## src/rtl/reset_sequencer.sv

```systemverilog
// Multi-channel reset sequencer: a global request asserts every channel, holds them, then
// releases them one by one in index order. Per-channel soft requests override individual outputs.
module reset_sequencer #(
  parameter int NUM_CH  = 4,
  parameter int HOLD    = 4,
  parameter int STAGGER = 2,
  parameter bit INIT    = 1'b1
) (
  input  logic              CLK,
  input  logic              RST,
  input  logic              ASSERT,
  input  logic [NUM_CH-1:0] ASSERT_CH,
  output logic [NUM_CH-1:0] OUT_RST,
  output logic              ASSERT_OUT,
  output logic              BUSY,
  output logic              DONE
);

  if (NUM_CH < 1 || HOLD < 1 || STAGGER < 1) begin : g_bad_param
    $error("reset_sequencer: NUM_CH, HOLD and STAGGER must all be >= 1");
  end

  localparam int CNT_MAX = (HOLD > STAGGER) ? HOLD : STAGGER;
  localparam int CNT_W   = $clog2(CNT_MAX) + 1;
  localparam int IDX_W   = $clog2(NUM_CH) + 1;

  localparam logic [CNT_W-1:0] HOLD_LOAD    = CNT_W'(HOLD - 1);
  localparam logic [CNT_W-1:0] STAGGER_LOAD = CNT_W'(STAGGER - 1);
  localparam logic [IDX_W-1:0] LAST_IDX     = IDX_W'(NUM_CH - 1);
  localparam logic [NUM_CH-1:0] SEQ_INIT    = {NUM_CH{INIT}};
  localparam bit SINGLE_CH                  = (NUM_CH == 1);

  typedef enum logic [1:0] {
    ST_IDLE,
    ST_HOLD,
    ST_RELEASE
  } state_t;

  localparam state_t STATE_INIT = INIT ? ST_IDLE : ST_HOLD;
  localparam logic [CNT_W-1:0] CNT_INIT = INIT ? '0 : HOLD_LOAD;

  state_t            state_q, state_d;
  logic [CNT_W-1:0]  cnt_q,   cnt_d;
  logic [IDX_W-1:0]  idx_q,   idx_d;
  logic [NUM_CH-1:0] seq_q,   seq_d;
  logic [NUM_CH-1:0] out_q,   out_d;
  logic              done_q,  done_d;

  // NOTE: every signal written here gets a default first, so no path leaves
  // a value unassigned and no latch is inferred.
  always_comb begin
    state_d = state_q;
    cnt_d   = cnt_q;
    idx_d   = idx_q;
    seq_d   = seq_q;
    done_d  = 1'b0;

    if (ASSERT) begin
      // Retrigger from any state; seq is cleared in the same edge so no channel blips high.
      state_d = ST_HOLD;
      cnt_d   = HOLD_LOAD;
      idx_d   = '0;
      seq_d   = '0;
    end else begin
      unique case (state_q)
        ST_HOLD: begin
          if (cnt_q != '0) begin
            cnt_d = cnt_q - CNT_W'(1);
          end else begin
            seq_d[0] = 1'b1;
            if (SINGLE_CH) begin
              state_d = ST_IDLE;
              done_d  = 1'b1;
            end else begin
              state_d = ST_RELEASE;
              idx_d   = IDX_W'(1);
              cnt_d   = STAGGER_LOAD;
            end
          end
        end

        ST_RELEASE: begin
          if (cnt_q != '0) begin
            cnt_d = cnt_q - CNT_W'(1);
          end else begin
            for (int i = 0; i < NUM_CH; i++) begin
              if (IDX_W'(i) == idx_q) seq_d[i] = 1'b1;
            end
            if (idx_q == LAST_IDX) begin
              state_d = ST_IDLE;
              done_d  = 1'b1;
            end else begin
              idx_d = idx_q + IDX_W'(1);
              cnt_d = STAGGER_LOAD;
            end
          end
        end

        ST_IDLE: ;

        default: state_d = ST_IDLE;
      endcase
    end
  end

  // Output flop is fed from next-state values so OUT_RST comes straight off a register.
  assign out_d = seq_d & ~ASSERT_CH;

  // NOTE: sequential state uses non-blocking assignments so every flop samples
  // pre-edge values regardless of statement order.
  always_ff @(posedge CLK or negedge RST) begin
    if (!RST) begin
      state_q <= STATE_INIT;
      cnt_q   <= CNT_INIT;
      idx_q   <= '0;
      seq_q   <= SEQ_INIT;
      out_q   <= SEQ_INIT;
      done_q  <= 1'b0;
    end else begin
      state_q <= state_d;
      cnt_q   <= cnt_d;
      idx_q   <= idx_d;
      seq_q   <= seq_d;
      out_q   <= out_d;
      done_q  <= done_d;
    end
  end

  assign OUT_RST    = out_q;
  assign ASSERT_OUT = ~&out_q;
  assign BUSY       = (state_q != ST_IDLE);
  assign DONE       = done_q;

endmodule

```

## config.mk

```make
export PLATFORM = sky130hd
export DESIGN_NAME = reset_sequencer
export DESIGN_NICKNAME = d
export VERILOG_FILES = /design/src/rtl/reset_sequencer.sv
export SDC_FILE = /design/constraint.sdc
export NUM_CORES = 1
export LEC_CHECK = 0
export CAP_MARGIN = 15
export CORE_MARGIN = 5
export CORE_UTILIZATION = 50
export CTS_BUF_LIST = sky130_fd_sc_hd__clkbuf_16
export DETAILED_ROUTE_END_ITERATION = 12
export GPL_TIMING_DRIVEN = 0
export PLACE_DENSITY_LB_ADDON = 0.05
export SLEW_MARGIN = 10
export SYNTH_ARGS = -nofsm -noshare
export SYNTH_HDL_FRONTEND = slang
export SYNTH_SLANG_ARGS = --single-unit
```

## constraint.sdc

```tcl
create_clock -name CLK -period 3.2 [get_ports CLK]
set_input_delay 0.64 -clock CLK [delete_from_list [all_inputs] [get_ports CLK]]
set_output_delay 0.64 -clock CLK [all_outputs]
set_load 0.01 [all_outputs]
```

==> key figures, run 1 <==
Setup path
  • Critical Path Start Type: flip-flop
  • Critical path capture point type: output port
  • Reg-to-Reg Start: idx_q[0]
  • Worst Setup EP: BUSY
  • CP Class: reg2out
  • Reg2Reg Capture Point: idx_q[2]
  • Worst Path Required: 2560 ps
  • Worst Path Arrival: 1570 ps
  • FF-to-FF path depth: 5
  • Reg2Reg Setup Slack: 1570 ps
  • CP startpoint: state_q[0]
  • Critical path peak fanout: 3

Clock network
  • Hold-fix buffers at CTS: 0
  • CTS Buf Count: 3
  • CTS H-Tree Depth: 1
  • Clock tree buffer depth: 2
  • Clock tree from TritonCTS: done
  • Clk sinks: 17
  • CTS clk-pin slew, worst paths: 50 ps
  • CTS resizes: 0
  • Skew-Pair Late Insertion Delay: around 250 ps
  • Post-CTS Repair Setup Buffers: 0
  • Clock Root Buffer: clkbuf_16

Synthesis
  • Most frequent cells after synthesis: dfrtp_1, dfstp_2, ha_1, inv_1, nand2b_1
  • YS warnings: 0
  • Primary FF master, synth: dfrtp_1
  • Synth cell types: 33
  • Flops & latches, synth: 17
  • Synth top area cells: dfrtp_1, dfstp_2, ha_1
  • Cells after Synth: 80
  • Post-synth top area share: 0.250
  • Syn Area/Cell: 11.3 sq um
  • Most frequent cell after synthesis: dfrtp_1
  • Synth async-reset ratio: 1.00
  • Cell accounting for the most synthesized area: dfrtp_1
  • Synth Cell Area: between 900 and 1000 sq um
  • Syn nets: 95
  • Post-synth EDFFs: 0
  • Register area share after synthesis: 0.483

Floorplanning
  • Die Area: roughly 2800 sq um
  • Die height: roughly 52 um
  • Site Rows: 15
  • Initial Util: 0.522
  • Die W: about 52 um
  • Floorplan core area: roughly 1700 sq um
  • I/O pin cnt: 14

Global route
  • GRT Resource Usage Total: 0.154
  • First-pass GRT wire length: 3.04 mm
  • Pin count of the biggest net entering global routing: 18
  • Vias in the first global route: around 660
  • Total gr overflow: 0
  • Initial antenna violation count: 0

Timing
  • Slew at the pin closest to its max-slew limit: 739 ps
  • Tmin final: ~2200 ps
  • Final Hold Vio Count: 0
  • Unrepaired setup endpoints after global routing: no
  • Hold slack: 479 ps
  • Final setup viols: 0
  • Worst Clk Skew: 2.06 ps
  • Pins Over Slew Limit: 0
  • Setup tns final: 0 ps
  • Fmax: roughly 450 MHz
  • Fin crit share: 0.692
  • Slew headroom: 0.506

Power
  • Peak supply drop: 624 uV
  • Combinational share of power: 0.291
  • Sw Ratio: 0.314
  • Seq pwr share: 0.374
  • Psw: around 0.23 mW
  • Static leakage: roughly 0.45 nW
  • Power per cell area: ~640 nW/um^2
  • Clock share of power: 0.335
  • P_int: roughly 0.5 mW

Status
  • Status: finished clean

Cells and area
  • P&R area growth vs syn: 26.6%
  • # fillers: 142
  • Share of layout cells above drive strength 1: 0.155
  • Final net count: around 110
  • Ant. Diodes: 0

Routing
  • # DRC: 0
  • Vias per cell: roughly 5.5
  • Total length of routed wires: roughly 1.8 mm
  • Initial detailed-routing violation count: 7
  • Routed vias: 670
  • ANT nets after route: 0
  • Wire length per cell: 14.4 um
  • Pre-antenna DRT Iters: 4

Placement
  • IO Port Bufs: 13
  • Final GP Congestion: between 0.7 and 0.8
  • DP Wirelength: 1.31 mm

Hold path
  • Min-delay worst type: reg2reg

Run
  • Max_cap viols: 0
==> worst min path at each step <==
| stage | start | slack (ps) | depth (start not counted) | endpoint |
|---|---|---|---|---|
| global placement | seq_q[0] | 470 | 2 | OUT_RST[0] |
| floorplan | RST | 340 | 0 | DONE |
| finish | seq_q[0] | 480 | 2 | OUT_RST[0] |
| global route | seq_q[0] | 510 | 2 | OUT_RST[0] |
| CTS | seq_q[0] | 470 | 2 | OUT_RST[0] |
| detailed placement | seq_q[0] | 460 | 2 | OUT_RST[0] |
==> cells by family after synthesis <==
kind of cell,after synthesis,share of synthesized area
DFF,17,0.483
buffers and inverters,8,0.0333
and+or+nand+nor,28,0.207
AOI/OAI and AO/OA,19,0.166
adders and majority gates,8,0.111
==> cells in the final DEF (no fill, tap or decap) <==
master            n
clkbuf_16         3
a2111oi_4         1
clkbuf_1          1
nor2_1            1
o31ai_1           1
nand4_1           3
nand2_1           2
clkdlybuf4s50_1  13
nand2b_1          5
o32ai_1           1
and3_1            1
a211oi_1          1
a21oi_1           4
nand4b_1          1
inv_1             8
nand3b_1          1
o211ai_1          2
ha_1              8
nor3_4            1
nor2_2            1
a31oi_1           1
a211o_1           2
or4b_1            1
o21ai_0           1
dfstp_2           8
nor3_1            4
and2_1            1
nor2b_1           3
o21ai_1           2
or3_4             1
a221oi_1          2
or3_1             1
dfrtp_1           9
a21o_1            1
nor3b_1           1
==> power groups by stage <==
stage               logic (mW)  registers, mW  clock network (mW)
finish                   0.213          0.273               0.245
global route             0.238          0.278               0.265
CTS                      0.215          0.273               0.251
detailed placement       0.211          0.277                   0
global placement         0.205          0.275                   0
floorplan                0.150          0.272                   0
==> metal layers <==
metal | track usage | wire length (um)
met1 | 0.186 | 784
met2 | 0.248 | 830
met3 | 0.0513 | 124
met4 | 0.0681 | 22
met5 | 0 | 0
==> worst max-delay path, cell delays in order (launching register included) <==
cell             delay [ps]
dfrtp_1                 360
inv_1                    70
ha_1                    240
inv_1                   110
clkdlybuf4s50_1         540
==> layout make-up <==
class / instances / area (sq um) / share of cell area
multi-input combinational: 55 / 437 / 0.382
tap: 25 / 31.3 / 0.0274
clock inverter: 1 / 3.75 / 0.00329
timing repair buffer: 13 / 130 / 0.114
buffer: 1 / 3.75 / 0.00329
inverter: 7 / 26.3 / 0.0230
clock buffer: 3 / 75.1 / 0.0657
sequential: 17 / 435 / 0.381
==> stage by stage <==
| step | std cells | power [mW] | utilization | instance area [sq um] | setup slack (ps) |
|---|---|---|---|---|---|
| after floorplan | 80 | 0.422 | - | 902 | 1710 |
| after global placement | 118 | 0.480 | 0.616 | 1060 | 1260 |
| after detailed placement | 118 | 0.488 | 0.616 | 1060 | 1260 |
| after CTS | 122 | 0.739 | 0.662 | 1140 | 974 |
| after global routing | 122 | 0.781 | 0.662 | 1140 | 886 |
| final | 122 | 0.731 | 0.662 | 1140 | 987 |
==> sequential cells by signal, indices dropped and copies added (netlist names) <==
name     flops
seq_q        4
cnt_q        3
DONE         1
state_q      2
idx_q        3
OUT_RST      4
No activity file was read; power rests on OpenSTA's default activity.
==> run 2: changes to the inputs <==
--- a/config.mk
+++ b/config.mk
@@ -7,7 +7,7 @@
 export LEC_CHECK = 0
 export CAP_MARGIN = 15
 export CORE_MARGIN = 5
-export CORE_UTILIZATION = 50
+export CORE_UTILIZATION = 46
 export CTS_BUF_LIST = sky130_fd_sc_hd__clkbuf_16
 export DETAILED_ROUTE_END_ITERATION = 12
 export GPL_TIMING_DRIVEN = 0
==> constraint.sdc (replaced) <==
create_clock -name CLK -period 2.03 [get_ports CLK]
set_input_delay 0.406 -clock CLK [delete_from_list [all_inputs] [get_ports CLK]]
set_output_delay 0.406 -clock CLK [all_outputs]
set_load 0.01 [all_outputs]
==> run 2 against run 1 <==
- via count fell by 1.0%
- highest routed layer unchanged
- clock power rose by 60%
- non-clock buffer count did not move
- utilization fell by 6.4 points
- clock skew barely moved
- worst setup slack got worse by 690 ps
- largest cell class unchanged
- critical path depth fell by 2
- total power rose by 57%
- sequential cell count did not move
- critical path type unchanged
==> key figures, run 2 (synthesis gave the netlist of run 1 again) <==
Status
  • Status: finished clean (unchanged)

Hold path
  • Hold EP: OUT_RST[0] (unchanged)
  • Hold Crit Depth: 2 (unchanged)
  • Min-delay worst type: reg2reg (unchanged)
  • HP Start: seq_q[0] (unchanged)

Floorplanning
  • Initial Util: 0.469 (was 0.522)
  • Die Area: 2950 sq um (was 2750 sq um)
  • I/O pin cnt: 14 (unchanged)
  • Die height: 54.3 um (was 52.5 um)
  • Site Rows: 16 (was 15)
  • Floorplan core area: 1920 sq um (was 1730 sq um)
  • Die W: 54.3 um (was 52.5 um)

Timing
  • Fmax: 575 MHz
  • Slew headroom: 0.512 (was 0.506)
  • Final setup viols: 0 (unchanged)
  • Unrepaired setup endpoints after global routing: no (unchanged)
  • Fin crit share: 0.856
  • Pins Over Slew Limit: 0 (unchanged)
  • Worst Clk Skew: 1.70 ps (was 2.06 ps)
  • Slew at the pin closest to its max-slew limit: 730 ps (was 739 ps)
  • Tmin final: 1740 ps
  • Setup tns final: 0 ps (unchanged)
  • Final Hold Vio Count: 0 (unchanged)

Routing
  • Vias per cell: 5.35 (was 5.49)
  • Routed vias: 663 (was 670)
  • Total length of routed wires: 1.80 mm (was 1.76 mm)
  • ANT nets after route: 0 (unchanged)
  • # DRC: 0 (unchanged)
  • Pre-antenna DRT Iters: 4 (unchanged)
  • Initial detailed-routing violation count: 20 (was 7)
  • Wire length per cell: 14.5 um (was 14.4 um)

Setup path
  • Delay-heaviest family, CP: flip-flops (was buffers and inverters)
  • Worst Path Required: 1620 ps (was 2560 ps)
  • Crit-path max cell delay: 520 ps (was 540 ps)
  • CP Depth: 2 (was 4)
  • Reg-to-Reg Start: idx_q[0] (unchanged)
  • Worst path cell trace: nand4_1, clkdlybuf4s50_1 (was inv_1, ha_1, inv_1, clkdlybuf4s50_1)
  • FF-to-FF path depth: 5 (unchanged)
  • Critical Path Start Type: flip-flop (unchanged)
  • Critical path capture point type: output port (unchanged)
  • Reg2Reg Setup Slack: 370 ps (was 1570 ps)
  • Worst Path Arrival: 1330 ps (was 1570 ps)
  • Critical path peak fanout: 2 (was 3)
  • Worst path bufs/invs: 1 (was 3)
  • CP Class: reg2out (unchanged)
  • Reg2Reg Capture Point: idx_q[2] (unchanged)
  • Crit-path slowest cell: dfstp_2 (was clkdlybuf4s50_1)

Global route
  • First-pass GRT wire length: 3.11 mm (was 3.04 mm)
  • Pin count of the biggest net entering global routing: 18 (unchanged)
  • Initial antenna violation count: 0 (unchanged)
  • Total gr overflow: 0 (unchanged)
  • Vias in the first global route: 671 (was 659)
  • GRT Resource Usage Total: 0.154 (about the same)

Cells and area
  • Ant. Diodes: 0 (unchanged)
  • Final Util: 0.598 (was 0.662)
  • Final net count: 113 (unchanged)
  • Share of layout cells above drive strength 1: 0.165 (was 0.155)
  • Commonest non-fill, non-tap cell in the layout: clkdlybuf4s50_1 (unchanged)
  • Most frequent cells in the layout: clkdlybuf4s50_1, dfrtp_1, dfstp_2, ha_1, inv_1 (was clkdlybuf4s50_1, dfrtp_1, dfstp_2, inv_1, ha_1)
  • P&R area growth vs syn: 27.3% (was 26.6%)

Clock network
  • Clock tree buffer depth: 2 (unchanged)
  • Clock tree from TritonCTS: done (unchanged)
  • CTS Buf Count: 3 (unchanged)
  • Clock Root Buffer: clkbuf_16 (unchanged)
  • CTS H-Tree Depth: 1 (unchanged)
  • Clk sinks: 17 (unchanged)
  • Skew-Pair Late Insertion Delay: 250 ps (about the same)
  • CTS clk-pin slew, worst paths: 50 ps (about the same)

Power
  • Seq pwr share: 0.375 (was 0.374)
  • Combinational share of power: 0.284 (was 0.291)
  • Psw: 0.358 mW (was 0.230 mW)
  • Peak supply drop: 545 uV (was 624 uV)
  • Power per cell area: 1000 nW/um^2 (was 640 nW/um^2)
  • Static leakage: 0.455 nW (was 0.454 nW)
  • P_int: 0.790 mW (was 0.502 mW)
  • Sw Ratio: 0.312 (was 0.314)
  • Clock share of power: 0.341 (was 0.335)
  • Final Power: 1.15 mW (was 0.731 mW)

Placement
  • Final GP Congestion: 0.748 (was 0.760)
  • IO Port Bufs: 13 (unchanged)
  • DP Wirelength: 1.30 mm (was 1.31 mm)

Run
  • Max_cap viols: 0 (unchanged)
## run 2: worst max-delay path by stage
stage                     slack, ps         end        from
after detailed placement        310    idx_q[1]      ASSERT
after floorplan                 540    idx_q[2]    idx_q[0]
final                           290  ASSERT_OUT  OUT_RST[2]
after CTS                        60        BUSY  state_q[0]
after global routing            250  ASSERT_OUT  OUT_RST[2]
after global placement          310    idx_q[1]      ASSERT
## run 2: final cells by class
class,count,area [sq um]
Buffer,1,3.75
Sequential cell,17,435
Clock inverter,1,5.00
Inverter,7,26.3
Tap cell,27,33.8
Multi-Input combinational cell,55,437
Timing Repair Buffer,13,133
Clock buffer,3,75.1
Fill cell,176,773
## run 2: timing repair
action,CTS,global route
setup endpoints to repair,0,1
hold buffers,0,0
buffers inserted,0,0
gates resized for setup,0,1
## run 2: stage by stage
stage | hold WS, ps | setup slack [ps] | std cells | cell area [sq um]
2_1_floorplan | 110 | 540 | 80 | 902
3_3_place_gp | 465 | 314 | 120 | 1070
3_5_place_dp | 469 | 305 | 120 | 1070
4_1_cts | 478 | 60.7 | 124 | 1150
5_1_grt | 524 | 247 | 124 | 1150
6_report | 477 | 292 | 124 | 1150
## run 2: metal layers
| metal | wire length [um] | vias up | track usage | share of wire |
|---|---|---|---|---|
| li1 | - | 331 | - | - |
| met1 | 834 | 314 | 0.184 | 0.46 |
| met2 | 847 | 16 | 0.251 | 0.47 |
| met3 | 112 | 2 | 0.0463 | 0.062 |
| met4 | 7 | 0 | 0.0747 | 0.0039 |
| met5 | 0 | - | 0 | 0 |
## run 2: worst reg2reg max path, stage by stage (launching register included)
cell and delay, ps:
dfrtp_1 430, ha_1 220, ha_1 250, nand2b_1 210, or3_1 330, o32ai_1 120
## run 2: power groups by stage
| stage | logic, mW | clock network (mW) | registers, mW |
|---|---|---|---|
| after global placement | 0.326 | 0 | 0.434 |
| final | 0.326 | 0.392 | 0.430 |
| after floorplan | 0.236 | 0 | 0.428 |
| after CTS | 0.334 | 0.400 | 0.431 |
| after global routing | 0.365 | 0.420 | 0.439 |
| after detailed placement | 0.331 | 0 | 0.437 |
